===== src/rtl/defines.vh =====
// rtl/defines.vh - shared address map, register offsets and state encodings for phase_readout
`ifndef PHASE_READOUT_DEFINES_VH
`define PHASE_READOUT_DEFINES_VH

`define READOUT_ADDR_MASK      32'hFFFF_F000
`define READOUT_ADDR_BASE      32'h4000_0000

`define READOUT_OFF_CTRL       12'h000
`define READOUT_OFF_WINDOW     12'h004
`define READOUT_OFF_SPINS      12'h008
`define READOUT_OFF_COUNT_BASE 12'h100

`define READOUT_ST_IDLE        2'd0
`define READOUT_ST_CLEAR       2'd1
`define READOUT_ST_COUNT       2'd2
`define READOUT_ST_DONE        2'd3

`define READOUT_WINDOW_RST     32'h0000_0400

`endif


===== src/rtl/phase_readout_pkg.sv =====
// rtl/phase_readout_pkg.sv - state type and register map constants for phase_readout
`include "defines.vh"

package phase_readout_pkg;

  typedef enum logic [1:0] {
    ST_IDLE  = `READOUT_ST_IDLE,
    ST_CLEAR = `READOUT_ST_CLEAR,
    ST_COUNT = `READOUT_ST_COUNT,
    ST_DONE  = `READOUT_ST_DONE
  } state_e;

  localparam logic [31:0] ADDR_MASK      = `READOUT_ADDR_MASK;
  localparam logic [31:0] ADDR_BASE      = `READOUT_ADDR_BASE;
  localparam logic [11:0] OFF_CTRL       = `READOUT_OFF_CTRL;
  localparam logic [11:0] OFF_WINDOW     = `READOUT_OFF_WINDOW;
  localparam logic [11:0] OFF_SPINS      = `READOUT_OFF_SPINS;
  localparam logic [11:0] OFF_COUNT_BASE = `READOUT_OFF_COUNT_BASE;
  localparam logic [31:0] WINDOW_RST     = `READOUT_WINDOW_RST;

endpackage


===== src/rtl/osc_sync.sv =====
// rtl/osc_sync.sv - per-bit multi-flop synchronizer for the free-running oscillator outputs
module osc_sync #(
  parameter int WIDTH  = 8,
  parameter int STAGES = 2
) (
  input  logic             clk,
  input  logic             rst_n,
  input  logic [WIDTH-1:0] async_i,
  output logic [WIDTH-1:0] sync_o
);

  logic [STAGES-1:0][WIDTH-1:0] sync_q;

  always_ff @(posedge clk or negedge rst_n) begin
    if (!rst_n) begin
      sync_q <= '0;
    end else begin
      sync_q[0] <= async_i;
      for (int k = 1; k < STAGES; k++) begin
        sync_q[k] <= sync_q[k-1];
      end
    end
  end

  assign sync_o = sync_q[STAGES-1];

endmodule


===== src/rtl/phase_readout.sv =====
// rtl/phase_readout.sv - windowed phase-mismatch counters and spin resolution against oscillator 0
`include "defines.vh"

module phase_readout
  import phase_readout_pkg::*;
#(
  parameter int N           = 8,
  parameter int CNT_WIDTH   = 32,
  parameter int SYNC_STAGES = 2
) (
  input  logic          clk,
  input  logic          axi_rstn,
  input  logic [N-1:0]  osc_in,
  input  logic          wready,
  input  logic [31:0]   wr_addr,
  input  logic [31:0]   wdata,
  input  logic [31:0]   rd_addr,
  output logic [31:0]   rd_data,
  output logic          busy,
  output logic          done,
  output logic [N-1:0]  spins
);

  localparam int IDX_W = $clog2(N);

  logic [N-1:0]         osc_s;
  logic [N-1:0]         mismatch;

  state_e               state_q, state_d;
  logic                 start_q;
  logic [CNT_WIDTH-1:0] window_q;
  logic [CNT_WIDTH-1:0] cyc_q, cyc_d;
  logic [CNT_WIDTH-1:0] count_q [N];
  logic [CNT_WIDTH-1:0] count_d [N];
  logic [N-1:0]         spins_q, spins_d;
  logic [31:0]          rd_data_q, rd_data_d;

  logic                 wr_sel, wr_ctrl, start_w, abort_w;
  logic                 clear_cnt, count_en, latch_spins;

  osc_sync #(
    .WIDTH  (N),
    .STAGES (SYNC_STAGES)
  ) u_osc_sync (
    .clk     (clk),
    .rst_n   (axi_rstn),
    .async_i (osc_in),
    .sync_o  (osc_s)
  );

  // Oscillator 0 is the phase reference, so its own mismatch is forced low.
  assign mismatch = {osc_s[N-1:1] ^ {(N-1){osc_s[0]}}, 1'b0};

  assign wr_sel  = wready && ((wr_addr & ADDR_MASK) == ADDR_BASE);
  assign wr_ctrl = wr_sel && (wr_addr[11:0] == OFF_CTRL);
  assign abort_w = wr_ctrl && wdata[1];
  assign start_w = wr_ctrl && wdata[0] && !wdata[1];

  assign busy  = (state_q == ST_CLEAR) || (state_q == ST_COUNT);
  assign done  = (state_q == ST_DONE);
  assign spins = spins_q;

  always_ff @(posedge clk or negedge axi_rstn) begin
    if (!axi_rstn) begin
      state_q  <= ST_IDLE;
      start_q  <= 1'b0;
      window_q <= CNT_WIDTH'(WINDOW_RST);
    end else begin
      state_q <= state_d;
      start_q <= start_w;
      if (wr_sel && (wr_addr[11:0] == OFF_WINDOW) && !busy) begin
        window_q <= CNT_WIDTH'(wdata);
      end
    end
  end

  // Abort is decoded straight from the write so it takes effect on the next edge;
  // start goes through start_q, which gives the one-cycle control decode latency.
  always_comb begin
    state_d     = state_q;
    clear_cnt   = 1'b0;
    count_en    = 1'b0;
    latch_spins = 1'b0;
    if (abort_w) begin
      state_d = ST_IDLE;
    end else begin
      case (state_q)
        ST_IDLE, ST_DONE: begin
          if (start_q && (window_q != '0)) begin
            state_d = ST_CLEAR;
          end
        end
        ST_CLEAR: begin
          clear_cnt = 1'b1;
          state_d   = ST_COUNT;
        end
        ST_COUNT: begin
          count_en = 1'b1;
          if (cyc_q == window_q - CNT_WIDTH'(1)) begin
            state_d     = ST_DONE;
            latch_spins = 1'b1;
          end
        end
        default: state_d = ST_IDLE;
      endcase
    end
  end

  always_comb begin
    cyc_d = cyc_q;
    if (clear_cnt) begin
      cyc_d = '0;
    end else if (count_en) begin
      cyc_d = cyc_q + CNT_WIDTH'(1);
    end
    for (int i = 0; i < N; i++) begin
      count_d[i] = count_q[i];
      if (clear_cnt) begin
        count_d[i] = '0;
      end else if (count_en && mismatch[i] && (count_q[i] != {CNT_WIDTH{1'b1}})) begin
        count_d[i] = count_q[i] + CNT_WIDTH'(1);
      end
    end
  end

  // Spins are resolved from the final counts, including the last window cycle.
  always_comb begin
    spins_d = spins_q;
    for (int i = 0; i < N; i++) begin
      if (latch_spins) begin
        spins_d[i] = (count_d[i] > (window_q >> 1));
      end
    end
  end

  always_ff @(posedge clk or negedge axi_rstn) begin
    if (!axi_rstn) begin
      cyc_q   <= '0;
      spins_q <= '0;
      for (int i = 0; i < N; i++) begin
        count_q[i] <= '0;
      end
    end else begin
      cyc_q   <= cyc_d;
      spins_q <= spins_d;
      for (int i = 0; i < N; i++) begin
        count_q[i] <= count_d[i];
      end
    end
  end

  logic [11:0]      rd_off;
  logic [11:0]      cnt_off;
  logic [IDX_W-1:0] cnt_idx;
  logic             cnt_hit;

  assign rd_off  = rd_addr[11:0];
  assign cnt_off = rd_off - OFF_COUNT_BASE;
  assign cnt_idx = cnt_off[IDX_W+1:2];
  assign cnt_hit = (rd_off >= OFF_COUNT_BASE) && (cnt_off < 12'(4 * N)) &&
                   (rd_off[1:0] == 2'b00);

  always_comb begin
    rd_data_d = '0;
    if (rd_off == OFF_CTRL) begin
      rd_data_d = {30'b0, done, busy};
    end else if (rd_off == OFF_WINDOW) begin
      rd_data_d = 32'(window_q);
    end else if (rd_off == OFF_SPINS) begin
      rd_data_d = 32'(spins_q);
    end else if (cnt_hit) begin
      rd_data_d = 32'(count_q[cnt_idx]);
    end
  end

  always_ff @(posedge clk or negedge axi_rstn) begin
    if (!axi_rstn) begin
      rd_data_q <= '0;
    end else begin
      rd_data_q <= rd_data_d;
    end
  end

  assign rd_data = rd_data_q;

  logic unused_bits;
  assign unused_bits = ^{rd_addr[31:12], wdata, cnt_off};

endmodule


===== config.mk =====
export PLATFORM = sky130hd
export DESIGN_NAME = phase_readout
export DESIGN_NICKNAME = d
export VERILOG_FILES = /design/src/rtl/phase_readout_pkg.sv /design/src/rtl/osc_sync.sv /design/src/rtl/phase_readout.sv
export VERILOG_INCLUDE_DIRS = /design/src /design/src/rtl
export SDC_FILE = /design/constraint.sdc
export NUM_CORES = 1
export LEC_CHECK = 0
export CORE_MARGIN = 5
export CORE_UTILIZATION = 35
export DETAILED_ROUTE_END_ITERATION = 7
export GPL_TIMING_DRIVEN = 0
export HOLD_SLACK_MARGIN = 0.1
export PLACE_DENSITY_LB_ADDON = 0.12
export SYNTH_ARGS = -nofsm -noshare
export SYNTH_HDL_FRONTEND = slang
export SYNTH_HIERARCHICAL = 1
export SYNTH_SLANG_ARGS = --single-unit
export TNS_END_PERCENT = 10

===== constraint.sdc =====
create_clock -name clk -period 11.11 [get_ports clk]
set_input_delay 1.111 -clock clk [delete_from_list [all_inputs] [get_ports clk]]
set_output_delay 1.111 -clock clk [all_outputs]
set_load 0.005 [all_outputs]

# Word level (Yosys, flattened, before mapping)
# Index checks and enable logic that the tools add are counted.
# totals
inputBits,107
ff_bits,379
output_inout_bits,42
elab_cells,126
# op_classes
mux,35
n_lt_le_gt_ge,11
eq_ne,17
add_sub_neg,10
reduce_logical,35
bitwise,2
# op_table
op,n
32-bit two-way mux,23
32-bit by 1-bit adder with 32-bit output (second input constant),8
32-bit by 31-bit greater-than comparator with 1-bit output,8
32-bit != test (second input constant),7
32-bit binary-select mux with 3-bit select,1
32-bit == test,1
32-bit nonzero test,1
32-bit by 1-bit subtractor with 32-bit output (second input constant),1
12-bit by 3-bit == test with 1-bit output (second input constant),2
1-bit logical AND,24
12-bit zero test,2
20-bit by 19-bit == test with 1-bit output (second input constant),1
12-bit by 4-bit == test with 1-bit output (second input constant),1
12-bit by 9-bit >= comparator with 1-bit output (second input constant),1
12-bit by 6-bit < comparator with 1-bit output (second input constant),1
12-bit by 9-bit subtractor with 12-bit output (second input constant),1
1-bit two-way mux,7
7-bit bitwise XOR,1
2-bit two-way mux,3
2-bit case mux with 3 select lines,1
2-bit == test (second input constant),2
4-bit >= comparator (second input constant),1
2-bit zero test,2
3-bit inverter with 4-bit output,1
other kinds (8),9

# Longest topological paths before layout
# logic_depth
ltp_word,10
ltp_mapped,21
mapped_depth_nobuf,19

# By module
# Netlist, hierarchy kept.
# modules_own_cells
module,area_per_inst_um2,cells_each,n_inst,seq_area_each_um2
phase_readout,25111.6,2608,1,9085.0
osc_sync,460.4,24,1,400.4

# Worst setup path after synthesis
# OpenSTA, ideal clock, no wires.
# synth_path
path_type,input-to-reg
startpoint,in wr_addr[0]
endpoint,"reg spins_q[4], in the netlist spins[4]"
setup_slack_ps,6230
path_stages,18
n_path_buf,3
required_ps,10985
setup_time_ps,125
arrival_ps,4755
cell_sequence,nor4_1 nand4_1 nor3_1 nor2b_1 buf_4 clkbuf_1 clkbuf_1 nor2_1 ha_1 a21o_1 a21o_1 a21oi_1 nor2_1 or4_1 a21o_1 a211oi_1 o22ai_1 mux2_4
# synth_rtl
element,line,text
"start, declared",phase_readout.sv:15,"input logic [31:0] wr_addr,"
"end signal, assigned",phase_readout.sv:145,spins_q <= spins_d;
"end, declared",phase_readout.sv:35,"logic [N-1:0] spins_q, spins_d;"

==> flow_metrics.env <==
export IMPL_syn_cell_area_um2=25600
export IMPL_grt_ovfl_total=0
export IMPL_clk_pin_slew_ns=0.06
export IMPL_drcViolationCount=0
export IMPL_power_density_nw_per_um2=106
export IMPL_cts_sinks=379
export IMPL_post_cts_buffers=0
export IMPL_initial_core_util=0.352
export IMPL_fin_setup_tns_ns=0
export IMPL_cts_max_path_buffers=3
export IMPL_setup_ws_ns=3.86
export IMPL_fin_crit_ns=7.25
export IMPL_end_kind="register"
export IMPL_grt_usage=0.244
export IMPL_cp_required_ns=11.59
export IMPL_synth_seq_cells=379
export IMPL_grt_max_degree=104
export IMPL_synth_async_sr_flop_share=1.00
export IMPL_grt_pass1_wl_um=143000
export IMPL_firstDrtPassIters=5
export IMPL_dieArea_um2=78600
export IMPL_ys_top_cells_by_count="dfrtp_1, nor2_1, ha_1"
export IMPL_antenna_found_initial=1
export IMPL_cts_resized=0
export IMPL_final_layout_size_suffix_gt1_frac=0.0702
export IMPL_cp_max_fo=10
export IMPL_slew_violations=0
export IMPL_reg2reg_depth=20
export IMPL_cpPeakStageDelay_ns=0.79
export IMPL_synth_top_cells_by_area="dfrtp_1, ha_1, xor2_1"
export IMPL_r2r_end="spins[5]"
export IMPL_whs_ns=0.347
export IMPL_finalHoldViolCount=0
export IMPL_syn_to_final_growth_pct=16.5
export IMPL_first_global_vias=21100
export IMPL_rsz0062_at_grt="false"
export IMPL_synthCells=2632
export IMPL_relSlewSlack=0.0308
export IMPL_cap_violations=0
export IMPL_place_congestion=0.991
export IMPL_io_buffers=126
export IMPL_cp_start_kind="primary input"
export IMPL_detail_route_wl_per_cell_um=25.8
export IMPL_synth_most_common_cell="dfrtp_1"
export IMPL_io_pin_count=149
export IMPL_n_fill_cell=7058
export IMPL_tightest_slew_ns=1.45
export IMPL_dp_hpwl_um=77500
export IMPL_place_inst=3722
export IMPL_synth_top_cell_area_share=0.370
export IMPL_die_x_um=280
export IMPL_worstHoldPathCells=0
export IMPL_synth_enable_flop_cells=0
export IMPL_place_ws_ns=3.36
export IMPL_max_freq_mhz=138
export IMPL_worstPathArrival_ns=7.73
export IMPL_syn_nets=3000
export IMPL_core_region_area_um2=72700
export IMPL_vias_per_cell=5.72
export IMPL_synth_top_area_cell="dfrtp_1"
export IMPL_clkLatencyLatePin_ns=0.61
export IMPL_r2r_start="count_q[72]"
export IMPL_synth_area_per_cell_um2=9.72
export IMPL_cts_tree="built"
export IMPL_cp_slowest_cell="a211oi_1"
export IMPL_rows=99
export IMPL_path_class="in2reg"
export IMPL_synth_cell_type_count=75
export IMPL_min_to="u_osc_sync/sync_o[6]"
export IMPL_yosys_warnings=6
export IMPL_p_leak_nw=14.7
export IMPL_num_nets_final=3182
export IMPL_routed_wl_um=98100
export IMPL_synth_flop_cell="dfrtp_1"
export IMPL_finalSetupViolCount=0
export IMPL_htreeDepth=2
export IMPL_cp_cell_sequence="clkdlybuf4s50_1, nor4_1, nand4_1, nor3_1, nor2b_1, buf_4, clkbuf_1, clkbuf_1, a21oi_1, ha_1, nor2b_1, o21ai_0, nand2b_1, a21oi_1, o211ai_1, a21o_1, a211oi_1, o22ai_1, mux2_4"
export IMPL_instances_no_fill=3809
export IMPL_min_period_over_period=0.653
export IMPL_drt_iter0_markers=2088
export IMPL_status="completed"
export IMPL_die_y_um=280
export IMPL_antenna_left=0
export IMPL_cts_root_buffer="clkbuf_16"
export IMPL_utilization=0.410
export IMPL_vias=21800
export IMPL_rrSetupSlack_ns=4.42
export IMPL_ir_drop_uv=96.3
export IMPL_skew_ns=0.0196
export IMPL_postCtsHoldBufs=0
export IMPL_min_delay_start="u_osc_sync/sync_q[6]"
export IMPL_numCtsBuffers=49
export IMPL_worst_hold_path_type="reg2reg"
export IMPL_yosysSeqAreaShare=0.371
-- layer usage --
metal	wire length [um]	up-vias	GRT usage
li1	-	9965	-
met1	43900	11000	0.342
met2	44500	693	0.386
met3	6550	135	0.0485
met4	3170	0	0.0724
met5	0	-	0
-- worst max path at each step --
| stage | from | endpoint | slack, ns |
|---|---|---|---|
| 2_1_floorplan | wr_addr[0] | spins[4] | 6.23 |
| 3_3_place_gp | axi_rstn | count_q[85] | -9.11 |
| 3_5_place_dp | wr_addr[0] | spins[5] | 3.36 |
| 4_1_cts | wr_addr[0] | spins[5] | 4.00 |
| 5_1_grt | wr_addr[0] | spins[5] | 3.64 |
| 6_report | wr_addr[0] | spins[4] | 3.86 |
-- cells in the final DEF (no fill, tap or decap), types with 12 or more instances in the layout --
master / n
clkdlybuf4s50_1: 125
a21o_1: 96
nand2b_1: 12
and4_1: 40
o21ai_0: 132
mux4_2: 64
nor2b_1: 20
and2_1: 52
ha_1: 261
nand3_1: 111
inv_1: 73
nor4_1: 31
nor3_1: 44
clkbuf_1: 77
nor2_1: 291
or3_1: 45
a21oi_1: 113
clkbuf_16: 49
xnor2_1: 91
and3_1: 34
buf_4: 14
nand2_1: 188
nand4_1: 123
dfrtp_1: 378
xor2_1: 169
mux2i_1: 45
-- state kept, by name (all words and copies together) (netlist names) --
name / flops
count_q: 256
cyc_q: 32
rd_data: 32
spins: 8
start_q: 1
state_q: 2
u_osc_sync/sync_o: 8
u_osc_sync/sync_q: 8
window_q: 32
-- worst max-delay path: cells and delay by family --
family | cells | cell delay, ns
AOI/OAI and AO/OA | 7 | 2.46
adders and majority gates | 1 | 0.30
buffers and inverters | 4 | 1.71
muxes | 1 | 0.38
and+or+nand+nor | 6 | 1.75
-- stage by stage --
stage | cell area [um^2] | total power, W
final | 29800 | 0.00316
after global routing | 29800 | 0.00325
after CTS | 29800 | 0.00319
after detailed placement | 28200 | 0.00152
after global placement | 28000 | 0.00152
after floorplan | 25600 | 0.00144
-- layout make-up --
class                      count  area [um^2]  area share
inverter                      73          274     0.00920
tap                          959         1200      0.0403
clock buffer                  67         1370      0.0461
antenna                        1         2.50   0.0000840
clock inverter                19          255     0.00857
timing repair buffer         131         1380      0.0464
sequential                   379         9490       0.318
multi-input combinational   2087        15400       0.517
buffer                        93          410      0.0138
-- cell families after synthesis --
kind of cell | count (synthesis) | synth area share
simple gates | 1040 | 0.210
compound gates | 414 | 0.0994
buf+inv | 166 | 0.0268
flops | 379 | 0.371
mux | 112 | 0.0757
fa+ha+maj | 261 | 0.128
xor+xnor | 260 | 0.0890
-- report_power, final --
group          leakage, nW  switching (W)  internal [W]  total (W)
registers             5.03    0.000000691       0.00138    0.00138
logic                 8.82      0.0000600     0.0000474   0.000107
clock network        0.806       0.000666      0.000999    0.00166
Power figures use the tool's default switching activity.
